**config.mk**
```make
export PLATFORM = sky130hd
export DESIGN_NAME = mod_updown_counter
export DESIGN_NICKNAME = d
export VERILOG_FILES = /design/src/rtl/mod_updown_counter.sv
export SDC_FILE = /design/constraint.sdc
export NUM_CORES = 1
export LEC_CHECK = 0
export CELL_PAD_IN_SITES_DETAIL_PLACEMENT = 1
export CELL_PAD_IN_SITES_GLOBAL_PLACEMENT = 1
export CORE_MARGIN = 8
export CORE_UTILIZATION = 25
export CTS_BUF_LIST = sky130_fd_sc_hd__clkbuf_4 sky130_fd_sc_hd__clkbuf_8 sky130_fd_sc_hd__clkbuf_16
export DETAILED_ROUTE_END_ITERATION = 12
export PLACE_DENSITY = 0.64
export SLEW_MARGIN = 15
export SYNTH_ARGS = -nofsm -noshare
export SYNTH_HDL_FRONTEND = slang
export SYNTH_SLANG_ARGS = --single-unit
```
**constraint.sdc**
```tcl
create_clock -name clk -period 4.8 [get_ports clk]
set_input_delay 0.96 -clock clk [delete_from_list [all_inputs] [get_ports clk]]
set_output_delay 0.96 -clock clk [all_outputs]
set_load 0.02 [all_outputs]
```
**src/rtl/mod_updown_counter.sv**
```systemverilog
// Synchronous up/down modulo counter with prescaler, parallel load, terminal count, wrap pulse and sticky overflow.
// Define COUNTER_SATURATE_EN to hold q at the boundary instead of wrapping around.
module mod_updown_counter #(
  parameter int WIDTH    = 4,
  parameter int MODULUS  = 16,
  parameter int PRESCALE = 1
) (
  input  logic             clk,
  input  logic             reset,
  input  logic             en_i,
  input  logic             up_i,
  input  logic             load_i,
  input  logic [WIDTH-1:0] load_val_i,
  input  logic             ovf_clr_i,
  output logic [WIDTH-1:0] q_o,
  output logic             tc_o,
  output logic             wrap_o,
  output logic             ovf_o
);

  localparam int PW = (PRESCALE > 1) ? $clog2(PRESCALE) : 1;
  localparam logic [WIDTH-1:0] MAX_VAL    = WIDTH'(MODULUS - 1);
  localparam logic [PW-1:0]    PRESC_LAST = PW'(PRESCALE - 1);

  logic [WIDTH-1:0] count_q, count_d;
  logic [PW-1:0]    presc_q, presc_d;
  logic             wrap_q, wrap_d;
  logic             ovf_q, ovf_d;

  logic atMax, atZero, stepNow, boundaryStep;

  assign atMax        = (count_q == MAX_VAL);
  assign atZero       = (count_q == '0);
  assign stepNow      = en_i && (presc_q == PRESC_LAST);
  assign boundaryStep = stepNow && (up_i ? atMax : atZero);

  // Load takes priority over counting; a boundary step always raises wrap and ovf.
  always_comb begin
    count_d = count_q;
    presc_d = presc_q;
    wrap_d  = 1'b0;
    ovf_d   = ovf_q && !ovf_clr_i;
    if (load_i) begin
      count_d = (load_val_i > MAX_VAL) ? MAX_VAL : load_val_i;
      presc_d = '0;
    end else if (en_i) begin
      if (stepNow) begin
        presc_d = '0;
        if (boundaryStep) begin
          wrap_d = 1'b1;
          ovf_d  = 1'b1;
`ifdef COUNTER_SATURATE_EN
          count_d = count_q;
`else
          count_d = up_i ? '0 : MAX_VAL;
`endif
        end else begin
          count_d = up_i ? count_q + WIDTH'(1) : count_q - WIDTH'(1);
        end
      end else begin
        presc_d = presc_q + PW'(1);
      end
    end
  end

  always_ff @(posedge clk) begin
    if (!reset) begin
      count_q <= '0;
      presc_q <= '0;
      wrap_q  <= 1'b0;
      ovf_q   <= 1'b0;
    end else begin
      count_q <= count_d;
      presc_q <= presc_d;
      wrap_q  <= wrap_d;
      ovf_q   <= ovf_d;
    end
  end

  assign q_o    = count_q;
  assign tc_o   = up_i ? atMax : atZero;
  assign wrap_o = wrap_q;
  assign ovf_o  = ovf_q;

endmodule

```
==> flow_summary_export.csv <==
group,metric,value,unit
worst_setup_path,cp.required,3.84,ns
final_layout,antenna_cells,0,
power_and_ir_drop,leakagePower,0.2691,nW
die,die_w,59.55,um
worst_setup_path,criticalPathCategory,"in2out",
power_and_ir_drop,sw_frac_of_total,29.35,%
logic_synthesis,ys_types,28,
clocking,cts-root-buf,"clkbuf_4",
final_layout,area_growth,45.12,%
global_routing,grt_first_pass_wirelength,2304,um
power_and_ir_drop,peakVddDrop,0.1318,mV
route,first_pass_iters,4,
die,die-area,3546,um2
power_and_ir_drop,internal-power,0.0001263,W
clocking,ctsHoldBuffers,0,
route,ant_nets,0,
place,io_buffers,16,
hold_path,hp-class,"reg2reg",
final_layout,postLayoutCellArea,688.2,um2
logic_synthesis,synth_top_area_cell,"dfxtp_1",
logic_synthesis,syn_inst,54,
outcome,outcome,"finished, final reports clean",
worst_setup_path,crit_fanout,4,
global_routing,antenna_found_initial,0,
power_and_ir_drop,seq_power_share,37.2,%
place,dp_hpwl,1001,um
final_layout,nNetsFinal,86,
power_and_ir_drop,combPwrFrac,29.5,%
global_routing,grt_usage,8.608,%
sta,final_hold_viol_count,0,
logic_synthesis,yosys_warnings,0,
sta,timing.fmax,283.9,MHz
clocking,cts_made_buffers,3,
sta,whs,0.4895,ns
global_routing,overflow,0,
logic_synthesis,synth_edf_count,0,
clocking,cts_tree,"built",
place,place_area,658.1,um2
route,routed.top_layer,"met4",
logic_synthesis,synth_top_area_share,29.55,%
clocking,path_clk_slew,0.05,ns
logic_synthesis,synth_area_leaders,"dfxtp_1, ha_1, a21boi_2",
route,drc,0,
die,die_h,59.55,um
route,routed_via_density,4.567,
sta,final_max_slew_viol_count,0,
die,pin_count,17,
final_layout,post-route-util,39.01,%
final_layout,drive_above_1_share,13.89,%
logic_synthesis,postSynth.asyncResetShare,0,%
die,rows,15,
route,drt_iter0_markers,2,
die,core-area,1764,um2
clocking,h-tree-depth,1,
sta,layout_min_cycle_time,3.523,ns
route,wl,1256,um
sta,setup_viol_count_final,0,
logic_synthesis,avgSynthCellArea,8.782,um2
sta,rsz0062_at_grt,"false",
clocking,cts_resized,0,
route,wl_met2,524,um
power_and_ir_drop,p_clk_share,33.4,%
route,wl_per_cell,12.95,um
logic_synthesis,syn_nets,67,
sta,slew-limit-headroom,60.06,%
global_routing,grt_max_degree,12,
worst_setup_path,start_kind,"input port",
run,cap_violations,0,
route,wl_met3,66,um
die,start_util,26.88,%
logic_synthesis,synth_seq_cells,7,
power_and_ir_drop,cellPowerDensity,259.8,nW/um2
clocking,clk_latency,0.25,ns
clocking,cts_setup_buffers,0,
power_and_ir_drop,p_switching,0.00005246,W
worst_setup_path,arrival,2.56,ns
global_routing,grt_pass1_vias,532,
logic_synthesis,syn_area,474.2,um2
logic_synthesis,synthFlopType,"dfxtp_1",
sta,fin_skew,0.002065,ns
clocking,cts_sinks,7,
sta,worstMarginPinSlew,0.5979,ns
place,place_congestion,0.7418,
worst_setup_path,crit_path_end_kind,"output port",
sta,tns,0,ns
route,met1_length,653,um
route,vias,443,
sta,finalCritPeriodShare,73.39,%
logic_synthesis,ys_seq_area_share,29.55,%
clocking,cts_max_path_buffers,2,
## power by group through the flow
| stage | Sequential [W] | Clock [W] | Combinational (W) |
|---|---|---|---|
| 3_3_place_gp | 0.0000676 | 0 | 0.0000530 |
| 5_1_grt | 0.0000673 | 0.0000662 | 0.0000586 |
| 4_1_cts | 0.0000665 | 0.0000627 | 0.0000537 |
| 6_report | 0.0000665 | 0.0000596 | 0.0000527 |
| 3_5_place_dp | 0.0000678 | 0 | 0.0000535 |
| 2_1_floorplan | 0.0000703 | 0 | 0.0000281 |
## final timing paths
kind | start | end | slack [ns] | cells past startpoint
min | presc_q$_SDFFE_PP0P_ | presc_q$_SDFFE_PP0P_ | 0.49 | 1
min reg2reg | presc_q$_SDFFE_PP0P_ | presc_q$_SDFFE_PP0P_ | 0.49 | 1
max reg2reg | q_o[2]$_SDFFE_PN0P_ | q_o[3]$_SDFFE_PN0P_ | 3.09 | 6
max | up_i | tc_o | 1.28 | 5
## metrics by stage
| stage | setup WS [ns] | total power, W | cells |
|---|---|---|---|
| floorplan | 2.440 | 0.00009843 | 54 |
| global placement | 1.300 | 0.0001207 | 93 |
| detailed placement | 1.283 | 0.0001213 | 93 |
| CTS | 1.268 | 0.0001829 | 97 |
| global route | 1.206 | 0.0001921 | 97 |
| finish | 1.277 | 0.0001788 | 97 |
## Yosys cell counts (2+ instances only)
master / instances
nand3_1: 3
and2_1: 2
a21oi_1: 3
dfxtp_1: 7
a211o_1: 2
a21boi_2: 2
clkbuf_1: 2
nor2_1: 4
o211ai_1: 2
inv_1: 3
nand2b_1: 2
nand2_1: 4
nor2b_1: 2
ha_1: 2
## area by class of cell
type                            count  area [um2]
Tap cell                           25       31.28
Multi-Input combinational cell     42       315.3
Sequential cell                     7       140.1
Fill cell                         226        1076
Clock buffer                        4       30.03
Timing Repair Buffer               16       160.2
Inverter                            3       11.26
## metal layers
layer  global-route usage (%)  vias up
li1                         -      230
met1                    10.29      196
met2                    12.79       15
met3                    2.386        2
met4                    6.122        0
met5                        0        -
## critical path: stages
cell	delay, ns
clkdlybuf4s50_1	0.57
nand3_1	0.17
nor2b_1	0.20
inv_1	0.06
clkdlybuf4s50_1	0.60
## cell usage in the layout, fill, tap and decap left out, types with 3 or more instances in the layout
cell	count
a21oi_1	3
clkdlybuf4s50_1	16
nand2_1	4
nand3_1	3
clkbuf_4	4
dfxtp_1	7
nor2_1	4
inv_1	3
## registers in the layout, indices dropped and copies added, names as in the netlist
signal and flops:
ovf_o 1, presc_q 1, q_o 4, wrap_o 1
## cells by family after synthesis
| kind of cell | share of synthesized area (%) |
|---|---|
| adder cells (fa/ha/maj) | 9.498 |
| flip-flops | 29.55 |
| buffers and inverters | 3.958 |
| AO/OA/AOI/OAI | 22.95 |
| XOR/XNOR | 3.695 |
| multiplexers | 2.375 |
| AND/OR/NAND/NOR | 27.96 |
(Power assumes the default switching activity.)
